## src/rtl/link_pkg.sv

```systemverilog
// Shared types and helpers for the serial link receiver: FSM states, default
// word width and the bit-counter width function.
package link_pkg;

    typedef enum logic [1:0] {
        IDLE,
        SHIFT,
        FULL,
        DRAIN
    } link_state_e;

    localparam int LINK_WIDTH = 32;

    // Counter must hold 0..WIDTH+1 so an overlong frame stays distinguishable.
    function automatic int cnt_width(input int width);
        return $clog2(width + 2);
    endfunction

endpackage

```

## src/rtl/link_sync.sv

```systemverilog
// Multi-flop synchroniser for one asynchronous link line, with a history flop
// providing single-cycle rise and fall strobes in the clk domain.
module link_sync
    import link_pkg::*;
#(
    parameter int SYNC_STAGES = 2
) (
    input  logic clk,
    input  logic reset,
    input  logic async_i,
    output logic sync_o,
    output logic rise_o,
    output logic fall_o
);

    logic [SYNC_STAGES-1:0] chain_q;
    logic                   hist_q;

    always_ff @(posedge clk) begin
        if (reset) begin
            chain_q <= '0;
            hist_q  <= 1'b0;
        end else begin
            chain_q <= {chain_q[SYNC_STAGES-2:0], async_i};
            hist_q  <= chain_q[SYNC_STAGES-1];
        end
    end

    assign sync_o = chain_q[SYNC_STAGES-1];
    assign rise_o = sync_o & ~hist_q;
    assign fall_o = ~sync_o & hist_q;

endmodule

```

## src/rtl/spi_link_receiver.sv

```systemverilog
// Serial link front end: deserialises one word per chip-select frame and holds it
// until acknowledged. Define LINK_PARITY_EN for a trailing even-parity bit.
module spi_link_receiver
    import link_pkg::*;
#(
    parameter int WIDTH       = LINK_WIDTH,
    parameter int SYNC_STAGES = 2
) (
    input  logic             clk,
    input  logic             reset,
    input  logic             sclk_in,
    input  logic             cs_in,
    input  logic             data_in,
    input  logic             ack_in,
    output logic [WIDTH-1:0] instr_out,
    output logic             check_out,
    output logic             frame_err,
    output logic             overrun,
    output logic             busy
);

    localparam int CW = cnt_width(WIDTH);
`ifdef LINK_PARITY_EN
    localparam int FRAME_BITS = WIDTH + 1;
`else
    localparam int FRAME_BITS = WIDTH;
`endif
    localparam logic [CW-1:0] CNT_ONE  = CW'(1);
    localparam logic [CW-1:0] CNT_LAST = CW'(FRAME_BITS - 1);
    localparam logic [CW-1:0] CNT_MAX  = CW'(WIDTH + 1);

    logic sclk_sync, sclk_rise, sclk_fall;
    logic cs_sync, cs_rise, cs_fall;
    logic data_sync, data_rise, data_fall;
    logic unused_edges;

    link_sync #(.SYNC_STAGES(SYNC_STAGES)) u_sclk_sync (
        .clk(clk), .reset(reset), .async_i(sclk_in),
        .sync_o(sclk_sync), .rise_o(sclk_rise), .fall_o(sclk_fall)
    );
    link_sync #(.SYNC_STAGES(SYNC_STAGES)) u_cs_sync (
        .clk(clk), .reset(reset), .async_i(cs_in),
        .sync_o(cs_sync), .rise_o(cs_rise), .fall_o(cs_fall)
    );
    link_sync #(.SYNC_STAGES(SYNC_STAGES)) u_data_sync (
        .clk(clk), .reset(reset), .async_i(data_in),
        .sync_o(data_sync), .rise_o(data_rise), .fall_o(data_fall)
    );

    assign unused_edges = ^{sclk_sync, sclk_fall, cs_sync, data_rise, data_fall};

    link_state_e      state_q;
    logic [CW-1:0]    cnt_q;
    logic [WIDTH-1:0] sr_q;
    logic [WIDTH-1:0] instr_q;
    logic             check_q;
    logic             frame_err_q;
    logic             overrun_q;
    logic             frame_good;

`ifdef LINK_PARITY_EN
    logic par_q;
    assign frame_good = ((^sr_q) == par_q);
`else
    assign frame_good = 1'b1;
`endif

    always_ff @(posedge clk) begin
        if (reset) begin
            state_q     <= IDLE;
            cnt_q       <= '0;
            sr_q        <= '0;
            instr_q     <= '0;
            check_q     <= 1'b0;
            frame_err_q <= 1'b0;
            overrun_q   <= 1'b0;
`ifdef LINK_PARITY_EN
            par_q       <= 1'b0;
`endif
        end else begin
            frame_err_q <= 1'b0;
            if (ack_in) check_q <= 1'b0;
            case (state_q)
                IDLE: begin
                    if (cs_rise) begin
                        cnt_q   <= '0;
                        state_q <= SHIFT;
                    end
                end
                SHIFT: begin
                    if (cs_fall) begin
                        frame_err_q <= 1'b1;
                        state_q     <= IDLE;
                    end else if (sclk_rise) begin
`ifdef LINK_PARITY_EN
                        if (cnt_q == CNT_LAST) par_q <= data_sync;
                        else sr_q <= {sr_q[WIDTH-2:0], data_sync};
`else
                        sr_q <= {sr_q[WIDTH-2:0], data_sync};
`endif
                        cnt_q <= cnt_q + CNT_ONE;
                        if (cnt_q == CNT_LAST) state_q <= FULL;
                    end
                end
                FULL: begin
                    if (cs_fall) begin
                        state_q <= IDLE;
                        // An ack in the same cycle frees the slot for the new word.
                        if (!frame_good) begin
                            frame_err_q <= 1'b1;
                        end else if (!check_q || ack_in) begin
                            instr_q <= sr_q;
                            check_q <= 1'b1;
                        end else begin
                            overrun_q <= 1'b1;
                        end
                    end else if (sclk_rise) begin
                        frame_err_q <= 1'b1;
                        state_q     <= DRAIN;
                        if (cnt_q != CNT_MAX) cnt_q <= cnt_q + CNT_ONE;
                    end
                end
                DRAIN: begin
                    if (cs_fall) state_q <= IDLE;
                end
                default: state_q <= IDLE;
            endcase
        end
    end

    assign instr_out = instr_q;
    assign check_out = check_q;
    assign frame_err = frame_err_q;
    assign overrun   = overrun_q;
    assign busy      = (state_q != IDLE);

endmodule

```

## config.mk

```make
export PLATFORM = sky130hd
export DESIGN_NAME = spi_link_receiver
export DESIGN_NICKNAME = d
export VERILOG_FILES = /design/src/rtl/link_pkg.sv /design/src/rtl/link_sync.sv /design/src/rtl/spi_link_receiver.sv
export SDC_FILE = /design/constraint.sdc
export NUM_CORES = 1
export LEC_CHECK = 0
export CORE_ASPECT_RATIO = 1.4
export CORE_MARGIN = 1.5
export CORE_UTILIZATION = 50
export DETAILED_ROUTE_END_ITERATION = 8
export GPL_TIMING_DRIVEN = 1
export PLACE_DENSITY = 0.75
export SETUP_SLACK_MARGIN = 0.2
export SKIP_LAST_GASP = 1
export SLEW_MARGIN = 15
export SYNTH_ARGS = -nofsm -noshare
export SYNTH_HDL_FRONTEND = slang
export SYNTH_HIERARCHICAL = 1
export SYNTH_SLANG_ARGS = --single-unit
```

## constraint.sdc

```tcl
create_clock -name clk -period 2.05 [get_ports clk]
set_input_delay 0.205 -clock clk [delete_from_list [all_inputs] [get_ports clk]]
set_output_delay 0.205 -clock clk [all_outputs]
set_load 0.01 [all_outputs]
```

==> results of run 1 <==
## worst max path at each step
stage	from	endpoint	slack (ns)	cells after the start
global placement	state_q[0]$_SDFFE_PP0P_	cnt_q[5]$_SDFFE_PP0P_	0.22	6
detailed placement	state_q[0]$_SDFFE_PP0P_	cnt_q[5]$_SDFFE_PP0P_	0.15	6
finish	state_q[0]$_SDFFE_PP0P_	cnt_q[5]$_SDFFE_PP0P_	0.27	6
CTS	state_q[1]$_SDFFE_PP0P_	busy	0.22	4
floorplan	state_q[0]$_SDFFE_PP0P_	cnt_q[5]$_SDFFE_PP0P_	0.33	6
global route	state_q[0]$_SDFFE_PP0P_	cnt_q[5]$_SDFFE_PP0P_	0.18	6
## cell usage in the layout, fill, tap and decap left out, types with 3 or more instances in the layout
cell type          n
nand4_1            4
o21ai_0            7
nor2_1             4
and3_1             3
a21oi_1           72
clkbuf_8          10
clkdlybuf4s50_1   39
ha_1               5
nand2_1          131
inv_1              8
dfxtp_1           81
nand3_1            6
buf_4              6
nor2b_1           15
## final cells by class
cell class	count	share of cell area, %
clock buffers	10	3.59
clock inverters	6	1.86
flip-flops and latches	83	43.4
repair buffers	48	12.3
well taps	72	2.35
inverters	8	0.783
multi-input cells	272	35.7
## power by group
| part | switching, uW | internal [uW] | leakage (uW) |
|---|---|---|---|
| clock network | 614 | 606 | 0.0000995 |
| logic | 235 | 153 | 0.000526 |
| registers | 17.3 | 1630 | 0.000671 |
| total | 867 | 2390 | 0.00130 |
## registers in the layout (all words and copies together) (netlist names), 2 cells and up
register and cells:
instr_out 32, cnt_q 6, u_data_sync/chain_q 2, u_cs_sync/chain_q 2, state_q 2, sr_q 32
u_sclk_sync/chain_q 2
## worst register-to-register path: stages (launching register included)
cell and delay [ns]:
dfxtp_2 0.36, inv_1 0.08, ha_2 0.24, or2_4 0.30, a211o_4 0.37, o31ai_2 0.21, a21oi_1 0.09
## metrics by stage
step | area, um^2 | hold slack (ns) | std cells
floorplan | 3140 | 0.277 | 385
global placement | 3610 | 0.419 | 483
detailed placement | 3610 | 0.428 | 483
CTS | 3830 | 0.303 | 499
global route | 3840 | 0.324 | 499
finish | 3840 | 0.305 | 499
## routing by layer
| metal | GRT usage, % | up-vias | part of all wire [%] |
|---|---|---|---|
| met5 | 0 | - | 0 |
| met4 | 11.4 | 0 | 3.0 |
| met3 | 3.02 | 16 | 4.1 |
| met1 | 24.7 | 1193 | 44 |
| li1 | - | 1335 | - |
| met2 | 34.5 | 63 | 48 |
==> impl_results.md, run 1 <==
- Final core utilization: 62.6%
- CTS Hold Bufs: 0
- RePlAce Congestion: 0.863
- Final Hold Fails: 0
- Critical-path cell list: inv_1 -> ha_2 -> or2_4 -> a211o_4 -> o31ai_2 -> a21oi_1
- Worst Hold Depth: 2
- GRT Total Usage: 20.5%
- Die height: 96.7 um
- Via count: ~2600
- Hold Crit Class: in -> reg
- Clock root cell: clkbuf_8
- Delay-heaviest family, CP: compound AO/OA/AOI/OAI gates
- Worst path arrival time: 2.00 ns
- First-pass GRT wire length: 11.2 mm
- DIE WIDTH: 69.9 um
- Initial antenna violation count: 0
- Min Tclk post-route: 1.78 ns
- Post-route DRC violation count: 0
- Slack of the critical path: around 0.27 ns
- Relative slew slack: 65.6%
- Max-slew violations: 0
- Number of H-tree levels: 3
- Cells after synthesis: a little under 400
- Layout area overhead: 22.3%
- CP Launch Type: register
- Synthesized area: 0.00314 mm^2
- CTS buffer count: 9
- Clock Skews: 0.00885 ns
- DRT antenna net count: 0
- Total power: about 3300 uW
- Vias per inst: roughly 5.2
- Worst r2r src: state_q[0]$_SDFFE_PP0P_
- Worst skew pair latency: approximately 0.36 ns
- Total Die Area: 0.00676 mm^2
- Share of layout cells above drive strength 1: 8.20%
- Final WL: approximately 6.4 mm
- FF-to-FF setup slack: 0.27 ns
- Post-Syn Area per Cell: 8.14 um^2
- Leakage: about 0.0013 uW
- FF-to-FF End: cnt_q[5]$_SDFFE_PP0P_
- Maximum fanout along the worst path: 7
- Critical path required time: 2.27 ns
- Num rows: 34
- Antenna diodes: 0
- DR WL/cell: roughly 13 um
- Post-Syn Nets: between 300 and 400
- Reg2Reg Depth: 6
- GR Overflow Total: 0
- Layout fillers: around 570
- Worst-Margin Slew: 0.516 ns
- Crit share post-route: 86.8%
- Crit path kind: reg -> reg
- Reg clk slew, reported paths: around 0.08 ns
- Crit-path max cell delay: 0.37 ns
- Number of global-route vias before repair: ~2500
- Router iterations before antenna repair: 4
- Footprint of the multi-input gates: roughly 0.0014 mm^2
- Largest net degree at the start of global routing: 58
- Setup crit end kind: register
- Status: complete, no violations
- CTS tree: yes
- # Post-CTS Setup Buffers: 0
- Nets: 435
- IO Pins: 42
- Hold Crit Endpoint: u_cs_sync/chain_q[1]$_SDFF_PP0_
- Final setup fails: 0
- VDD IR max: ~0.70 mV
- Pre-CTS WS: 0.155 ns
- Port bufs: 41
- Max-cap viol count: 0
- Slowest stage cell, crit path: a211o_4
- Register area: ~0.0017 mm^2
- Final HPWL DP: slightly above 4 mm
- P per Cell Area: 849 mW/mm^2
- Initial core utilization: 51.2%
- TNS Setup: 0 ns
- CTS Sinks: 83
- Unrepaired setup endpoints after global routing: true
- Clock Tree Buf Depth: 2
- Max Fclk: 0.562 GHz
- Hold Crit Start: reset
- # resized after CTS: 3
- Core area: 0.00613 mm^2
- Buf/Inv on CP: 1
- Initial DRC Count: between 200 and 250
- Total number of yosys warnings: 6
(Power assumes the default switching activity.)
==> run 2: changes to the inputs <==
--- a/config.mk
+++ b/config.mk
@@ -6,7 +6,7 @@
 export NUM_CORES = 1
 export LEC_CHECK = 0
 export CORE_ASPECT_RATIO = 1.4
-export CORE_MARGIN = 1.5
+export CORE_MARGIN = 5
 export CORE_UTILIZATION = 50
 export DETAILED_ROUTE_END_ITERATION = 8
 export GPL_TIMING_DRIVEN = 1
==> impl_results.md, run 2 (synthesis gave the netlist of run 1 again) <==
- Worst path arrival time: 2.00 ns (about the same)
- Worst-Margin Slew: 0.377 ns (-0.139 ns)
- Final core utilization: 62.5% (-0.17 points)
- Unrepaired setup endpoints after global routing: false
- Number of H-tree levels: 3 (unchanged)
- DIE WIDTH: 76.9 um (+10%)
- Critical path required time: 2.28 ns (about the same)
- Reg clk slew, reported paths: 0.08 ns (about the same)
- Layout fillers: 559 (-1.2%)
- RePlAce Congestion: 0.898 (+4.1%)
- DR WL/cell: 12.3 um (-5.0%)
- VDD IR max: 0.714 mV (+2.7%)
- Largest net degree at the start of global routing: 69 (+19%)
- Most common library cell in the layout ignoring fill and taps: nand2_1
- Worst skew pair latency: 0.36 ns (about the same)
- Status: complete, no violations
- GR Util met1: 18.7% (-6.0 points)
- Worst Setup SP: state_q[0]$_SDFFE_PP0P_
- Max-slew violations: 0 (unchanged)
- GRT Max-Usage Layer: met2
- Setup crit end kind: register
- Final HPWL DP: 4.01 mm (-0.34%)
- CTS tree: yes
- Most frequent cells in the layout: nand2_1, dfxtp_1, a21oi_1
- Vias per inst: 5.22 (-0.15%)
- Clock root cell: clkbuf_8
- Final Hold Fails: 0 (unchanged)
- M3 GR Usage: 3.30% (+0.28 points)
- Max Fclk: 0.565 GHz (+0.51%)
- CTS Hold Bufs: 0 (unchanged)
- GR Overflow Total: 0 (unchanged)
- IO Pins: 42 (unchanged)
- Num rows: 34 (unchanged)
- Number of global-route vias before repair: 2325 (-7.1%)
- Max-cap viol count: 0 (unchanged)
- First-pass GRT wire length: 10.5 mm (-6.6%)
- Nets: 435 (unchanged)
- Initial core utilization: 50.8% (-0.35 points)
- Share of layout cells above drive strength 1: 7.96% (-0.23 points)
- Number of placed instances, taps included: 483 (unchanged)
- Slack of the critical path: 0.279 ns (+0.00908 ns)
- CP Launch Type: register
- Initial DRC Count: 174 (-13%)
- Core area: 0.00617 mm^2 (+0.69%)
- Hold Crit Class: in -> reg
- Total Die Area: 0.00798 mm^2 (+18%)
- Clock Skews: 0.00756 ns (-0.00130 ns)
- Crit path kind: reg -> reg
- Relative slew slack: 74.2% (+8.6 points)
- Port bufs: 41 (unchanged)
- Min Tclk post-route: 1.77 ns (-0.00908 ns)
- Hold Crit Start: reset
- DRT antenna net count: 0 (unchanged)
- Pre-CTS WS: 0.160 ns (+0.00544 ns)
- Finished Layout Cells: 499 (unchanged)
- Initial antenna violation count: 0 (unchanged)
- Leakage: 0.00129 uW (-0.68%)
- Clock Tree Buf Depth: 2 (unchanged)
- Final WL: 6.12 mm (-5.0%)
- Crit share post-route: 86.4% (-0.44 points)
- Worst r2r src: state_q[0]$_SDFFE_PP0P_
- CTS buffer count: 9 (unchanged)
- P per Cell Area: 860 mW/mm^2 (+1.3%)
- # Post-CTS Setup Buffers: 0 (unchanged)
- Maximum fanout along the worst path: 7 (unchanged)
- Router iterations before antenna repair: 5 (+1)
- Layout area overhead: 22.9%
- Antenna diodes: 0 (unchanged)
- Met2 usage: 26.2% (-8.3 points)
- Final setup fails: 0 (unchanged)
- CTS Sinks: 83 (unchanged)
- TNS Setup: 0 ns (unchanged)
- GRT Total Usage: 16.0% (-4.5 points)
- Die height: 104 um (+7.2%)
- Post-route DRC violation count: 0 (unchanged)
- Via count: 2603 (-0.15%)
[run 2: per-stage QoR]
| stage | area (um^2) | total power [uW] | hold WS, ns |
|---|---|---|---|
| global route | 3850 | 3470 | 0.243 |
| finish | 3850 | 3310 | 0.220 |
| floorplan | 3140 | 1950 | 0.277 |
| detailed placement | 3610 | 2040 | 0.428 |
| global placement | 3610 | 2030 | 0.417 |
| CTS | 3830 | 3330 | 0.206 |
[run 2: final timing paths]
| check | end | slack, ns | depth (start not counted) |
|---|---|---|---|
| worst max register to register | cnt_q[5]$_SDFFE_PP0P_ | 0.28 | 6 |
| worst max-delay path | cnt_q[5]$_SDFFE_PP0P_ | 0.28 | 6 |
| worst min-delay path | u_data_sync/chain_q[1]$_SDFF_PP0_ | 0.22 | 2 |
| worst min register to register | u_data_sync/chain_q[1]$_SDFF_PP0_ | 0.44 | 1 |
[run 2: timing repair]
item,4_1_cts,5_1_grt
resized for setup,2,4
setup endpoints to repair,4,7
pin swaps,0,0
[run 2: cell type report]
cell class | count | area [um^2] | area share, %
clock buffer | 9 | 124 | 3.22
clock inverter | 7 | 100 | 2.60
inverter | 8 | 30.0 | 0.779
multi-input combinational | 272 | 1380 | 35.7
sequential | 83 | 1660 | 43.2
tap | 72 | 90.1 | 2.34
timing repair buffer | 48 | 469 | 12.2
[run 2: report_power, final]
part / switching [uW] / total (uW) / leakage (uW) / internal (uW)
Clock: 593 / 1290 / 0.000102 / 693
Combinational: 227 / 379 / 0.000514 / 152
Sequential: 16.7 / 1650 / 0.000671 / 1630
Total: 837 / 3310 / 0.00129 / 2480
[run 2: layer usage]
layer,share of wire (%),vias to the layer above,wire [um]
met4,2.2,0,136
li1,-,1341,-
met5,0,-,0
met1,44,1195,2720
met2,49,57,2990
met3,4.6,10,279
[run 2: critical path: stages (launching register included)]
cell     delay (ns)
dfxtp_2        0.36
inv_1          0.08
ha_2           0.24
or2_4          0.30
a211o_4        0.37
o31ai_2        0.21
a21oi_1        0.08
==> run 3: changes to the inputs <==
--- a/config.mk
+++ b/config.mk
@@ -7,10 +7,10 @@
 export LEC_CHECK = 0
 export CORE_ASPECT_RATIO = 1.4
 export CORE_MARGIN = 5
-export CORE_UTILIZATION = 50
+export CORE_UTILIZATION = 54
 export DETAILED_ROUTE_END_ITERATION = 8
 export GPL_TIMING_DRIVEN = 1
-export PLACE_DENSITY = 0.75
+export PLACE_DENSITY = 0.8
 export SETUP_SLACK_MARGIN = 0.2
 export SKIP_LAST_GASP = 1
 export SLEW_MARGIN = 15
==> impl_results.md, run 3 (synthesis gave the netlist of run 1 again) <==
- Worst r2r src: state_q[0]$_SDFFE_PP0P_
- Via count: 2622 (+0.73%)
- Leakage: 0.00129 uW (+0.28%)
- Initial core utilization: 56.3% (+5.5 points)
- Post-route DRC violation count: 0 (unchanged)
- Worst skew pair latency: 0.36 ns (about the same)
- Number of placed instances, taps included: 479 (-0.83%)
- Clock Tree Buf Depth: 2 (unchanged)
- Layout fillers: 471 (-16%)
- RePlAce Congestion: 0.840 (-6.4%)
- Relative slew slack: 56.8% (-17 points)
- CTS Sinks: 83 (unchanged)
- Worst Setup SP: state_q[0]$_SDFFE_PP0P_
- Number of global-route vias before repair: 2436 (+4.8%)
- Setup crit end kind: register
- Max Fclk: 0.562 GHz (-0.39%)
- TNS Setup: 0 ns (unchanged)
- Worst-Margin Slew: 0.647 ns (+0.270 ns)
- Final HPWL DP: 4.23 mm (+5.4%)
- Final setup fails: 0 (unchanged)
- Min Tclk post-route: 1.78 ns (+0.00702 ns)
- FF-to-FF setup slack: 0.27 ns (about the same)
- Largest net degree at the start of global routing: 50 (-28%)
- CTS tree: yes
- Max-slew violations: 0 (unchanged)
- Share of layout cells above drive strength 1: 7.96% (unchanged)
- Core area: 0.00557 mm^2 (-9.8%)
- VDD IR max: 0.570 mV (-20%)
- P per Cell Area: 821 mW/mm^2 (-4.5%)
- GR Overflow Total: 0 (unchanged)
- Register area: 0.00167 mm^2 (about the same)
- Final Hold Fails: 0 (unchanged)
- Critical path required time: 2.26 ns (-0.02 ns)
- # Post-CTS Setup Buffers: 0 (unchanged)
- FF-to-FF End: cnt_q[5]$_SDFFE_PP0P_
- Initial DRC Count: 180 (+3.4%)
- Unrepaired setup endpoints after global routing: false
- Max-cap viol count: 0 (unchanged)
- Port bufs: 41 (unchanged)
- Maximum fanout along the worst path: 7 (unchanged)
- DP Area: 0.00360 mm^2 (-0.14%)
- CTS Hold Bufs: 0 (unchanged)
- Most common library cell in the layout ignoring fill and taps: nand2_1
- Crit share post-route: 86.7% (+0.34 points)
- CP Launch Type: register
- Vias per inst: 5.30 (+1.5%)
- Clock Skews: 0.00968 ns (+0.00212 ns)
- DR WL/cell: 12.9 um (+5.5%)
- Number of H-tree levels: 3 (unchanged)
- Design Area, Final: 0.00382 mm^2 (-0.94%)
- Footprint of the multi-input gates: 0.00137 mm^2 (-0.18%)
- GRT Total Usage: 18.6% (+2.6 points)
- Router iterations before antenna repair: 5 (unchanged)
- Crit path kind: reg -> reg
- Total Die Area: 0.00745 mm^2 (-6.6%)
- Final WL: 6.41 mm (+4.6%)
- Reg clk slew, reported paths: 0.07 ns (about the same)
- CTS buffer count: 9 (unchanged)
- Most frequent cells in the layout: nand2_1, dfxtp_1, a21oi_1
- Finished Layout Cells: 495 (-0.80%)
- Num rows: 32 (-5.9%)
- DRT antenna net count: 0 (unchanged)
- Antenna diodes: 0 (unchanged)
- Layout area overhead: 21.7%
- DIE WIDTH: 74.4 um (-3.3%)
- Reg2Reg Depth: 6 (unchanged)
- First-pass GRT wire length: 10.9 mm (+3.9%)
- Hold Crit Class: in -> reg
- IO Pins: 42 (unchanged)
- Nets: 435 (unchanged)
- Worst path arrival time: 1.99 ns (about the same)
- Clock root cell: clkbuf_8
- Initial antenna violation count: 0 (unchanged)
- Worst Hold Depth: 2 (unchanged)
- Die height: 100 um (-3.4%)
- Crit path capture: cnt_q[5]$_SDFFE_PP0P_
- Status: complete, no violations
[run 3: changes by cell type in the layout (fill, tap and decap cells not counted), sizes merged]
cell | before | now
clkinv | 0 | 2
clkinvlp | 3 | 1
inv | 10 | 8
dlygate4sd2 | 1 | 0
clkbuf | 9 | 13
dlymetal6s2s | 0 | 1
bufinv | 2 | 0
[run 3: layer usage]
layer  vias to the layer above  wire length [um]  track usage (%)
li1                       1333                 -                -
met1                      1229              2670             22.3
met2                        50              3310             30.8
met3                        10               315             4.61
met4                         0               114             8.63
met5                         -                 0                0
[run 3: report_power, final]
group | leakage (uW) | internal (uW) | switching [uW]
combinational | 0.000525 | 151 | 232
clock | 0.0000956 | 540 | 560
sequential | 0.000671 | 1640 | 16.6
[run 3: per-stage QoR]
step           setup slack [ns]  total power (uW)  hold WS [ns]  utilization [%]
3_3_place_gp              0.214              2030         0.422             64.7
5_1_grt                   0.211              3280         0.387             68.6
2_1_floorplan             0.326              1950         0.277                -
6_report                  0.272              3130         0.372             68.6
3_5_place_dp              0.139              2040         0.445             64.7
4_1_cts                   0.225              3150         0.365             68.4
[run 3: layout make-up]
| class | count | area share [%] |
|---|---|---|
| Clock buffer | 13 | 4.43 |
| Clock inverter | 3 | 0.557 |
| Inverter | 8 | 0.787 |
| Multi-Input combinational cell | 272 | 36.0 |
| Sequential cell | 83 | 43.6 |
| Tap cell | 68 | 2.23 |
| Timing Repair Buffer | 48 | 12.4 |
[run 3: how the worst min path moves through the flow]
stage,slack [ns],endpoint,from
after floorplan,0.28,u_cs_sync/chain_q[0]$_SDFF_PP0_,reset
after global placement,0.42,u_cs_sync/chain_q[1]$_SDFF_PP0_,u_cs_sync/chain_q[0]$_SDFF_PP0_
after detailed placement,0.44,sr_q[0]$_SDFFE_PP0P_,u_data_sync/chain_q[1]$_SDFF_PP0_
after CTS,0.37,u_cs_sync/hist_q$_SDFF_PP0_,reset
after global routing,0.39,u_sclk_sync/chain_q[0]$_SDFF_PP0_,reset
final,0.37,u_cs_sync/hist_q$_SDFF_PP0_,reset
[run 3: what timing repair did]
action | 4_1_cts | 5_1_grt
pin swaps | 0 | 1
endpoints found under the setup margin | 8 | 6
resized for setup | 3 | 6
[run 3: worst max-delay path, cell delays in order (launching register included)]
cell	delay [ns]
dfxtp_4	0.36
inv_1	0.08
ha_2	0.23
or2_4	0.29
a211o_4	0.38
o31ai_2	0.21
a21oi_1	0.08
==> edit: new RTL, settings of run 3 <==
The 4 states of `link_state_e` get a Gray code encoding in 2 bits.
--- a/src/rtl/link_pkg.sv
+++ b/src/rtl/link_pkg.sv
@@ -3,10 +3,10 @@
 package link_pkg;
 
     typedef enum logic [1:0] {
-        IDLE,
-        SHIFT,
-        FULL,
-        DRAIN
+        IDLE  = 2'b00,
+        SHIFT = 2'b01,
+        FULL  = 2'b11,
+        DRAIN = 2'b10
     } link_state_e;
 
     localparam int LINK_WIDTH = 32;
Behaviour: no difference found for any inputs over 10 cycles, from zero or initial values and one cycle with reset high; not proved beyond that.
==> edit against run 3 <==
Cell area decreased by 4.2%; setup slack got worse by 0.0065 ns; first-iteration DRC count decreased by 33%; via count decreased by 6.6%; area after synthesis decreased by 4.2%; sequential cell count unchanged; wire length decreased by 14%; largest cell class unchanged; highest routed layer unchanged.
Power is not compared: it rests on default switching activity, and its combinational part moved more than twofold at a synthesized area within 25%.
==> edit: results (changes against run 3) <==
Post_cts resized: 0 (was 3)
R2R Path Start: cnt_q[1] (was state_q[0])
Final wirelength: 5530 µm (was 6410 µm)
Layout Skew: 0.00576 ns (was 0.00968 ns)
Layout cells sized above 1: 7.92% (was 7.96%)
PortBufs: 41 (unchanged)
Pre-Repair DR Iteration Count: 5 (unchanged)
DR iter-0 viols: 121 (was 180)
CTS buffer count: 9 (unchanged)
CTS root buf: clkbuf_8 (unchanged)
VDD IR-drop max: 0.509 mV
Worst skew pair latency: 0.35 ns
Reg-to-reg slack, setup: 0.34 ns (was 0.27 ns)
Detail-routed via count per cell: 5.19 (was 5.30)
Reg2reg path depth: 6 (unchanged)
Clock slew at reported path FFs: 0.07 ns (about the same)
Worst setup path end: busy (was cnt_q[5])
Antenna violations before repair: 0 (unchanged)
Clock Path Buffers: 2 (unchanged)
Yosys warns: 6 (unchanged)
Post-synthesis cell count: 365 (was 385)
Largest net degree at the start of global routing: 33 (was 50)
Avg WL per Cell: 11.7 µm (was 12.9 µm)
Pleak: 1.20 nW
RD Place Congestion: 0.746 (was 0.840)
Global-route wire length before repair: 9550 µm (was 10900 µm)
Placed Cells: 456 (was 479)
Total setup buffers inserted after CTS: 0 (unchanged)
Vias in the first global route: 2239 (was 2436)
Diode count: 0 (unchanged)
H-tree depth reported by CTS: 3 (unchanged)
Gr usage total: 16.5% (was 18.6%)
Critical path arrival: 1.58 ns (was 1.99 ns)
Layout Nets: 407 (was 435)
Dpl hpwl: 3680 µm (was 4230 µm)
Cell Int Power: 2.37 mW
Status: complete, no violations (unchanged)
CP startpoint: state_q[0] (unchanged)
Slew headroom: 71.4% (was 56.8%)
HP Class: input port to flop (unchanged)
Terminus of the critical flop-to-flop path: cnt_q[0] (was cnt_q[5])
CP max FO: 11 (was 7)
Worst min-delay path startpoint: reset (unchanged)
Layout fillers: 484 (was 471)
edit: worst min path at each step:
stage	slack (ns)	depth (start not counted)	endpoint
final	0.28	2	overrun
after global routing	0.31	2	sr_q[18]
after CTS	0.27	2	overrun
after detailed placement	0.43	1	u_data_sync/chain_q[1]
after global placement	0.42	1	u_data_sync/chain_q[1]
after floorplan	0.28	1	u_cs_sync/chain_q[0]
edit: cell type report:
| class | instances | area share [%] |
|---|---|---|
| clock buffers | 12 | 3.97 |
| clock inverters | 4 | 2.02 |
| inverters | 2 | 0.205 |
| multi-input cells | 255 | 33.5 |
| flip-flops and latches | 83 | 45.4 |
| well taps | 68 | 2.33 |
| repair buffers | 48 | 12.5 |
edit: metrics by stage:
stage | power [mW] | instance area (µm²) | setup slack, ns
final | 2.97 | 3660 | 0.266
after global routing | 3.08 | 3660 | 0.172
after detailed placement | 1.75 | 3430 | 0.294
after CTS | 3.00 | 3650 | 0.278
after global placement | 1.75 | 3430 | 0.391
after floorplan | 1.73 | 3010 | 0.424
edit: layer usage:
metal  GRT usage [%]  part of all wire, %  vias up
met1            19.4                   43     1141
li1                -                    -     1245
met4            9.23                  2.2        0
met3            3.09                  5.0       11
met2            27.4                   50       52
met5               0                    0        -
edit: critical path: stages (launching register included):
cell and delay [ns]:
dfxtp_1 0.53, or2_2 0.18, clkdlybuf4s50_1 0.53
edit: power groups by stage:
stage	Clock (mW)	Sequential (mW)	Combinational [mW]
after floorplan	0	1.66	0.0640
after global placement	0	1.67	0.0806
after detailed placement	0	1.67	0.0822
after CTS	1.28	1.63	0.0827
after global routing	1.36	1.63	0.0910
final	1.25	1.63	0.0829
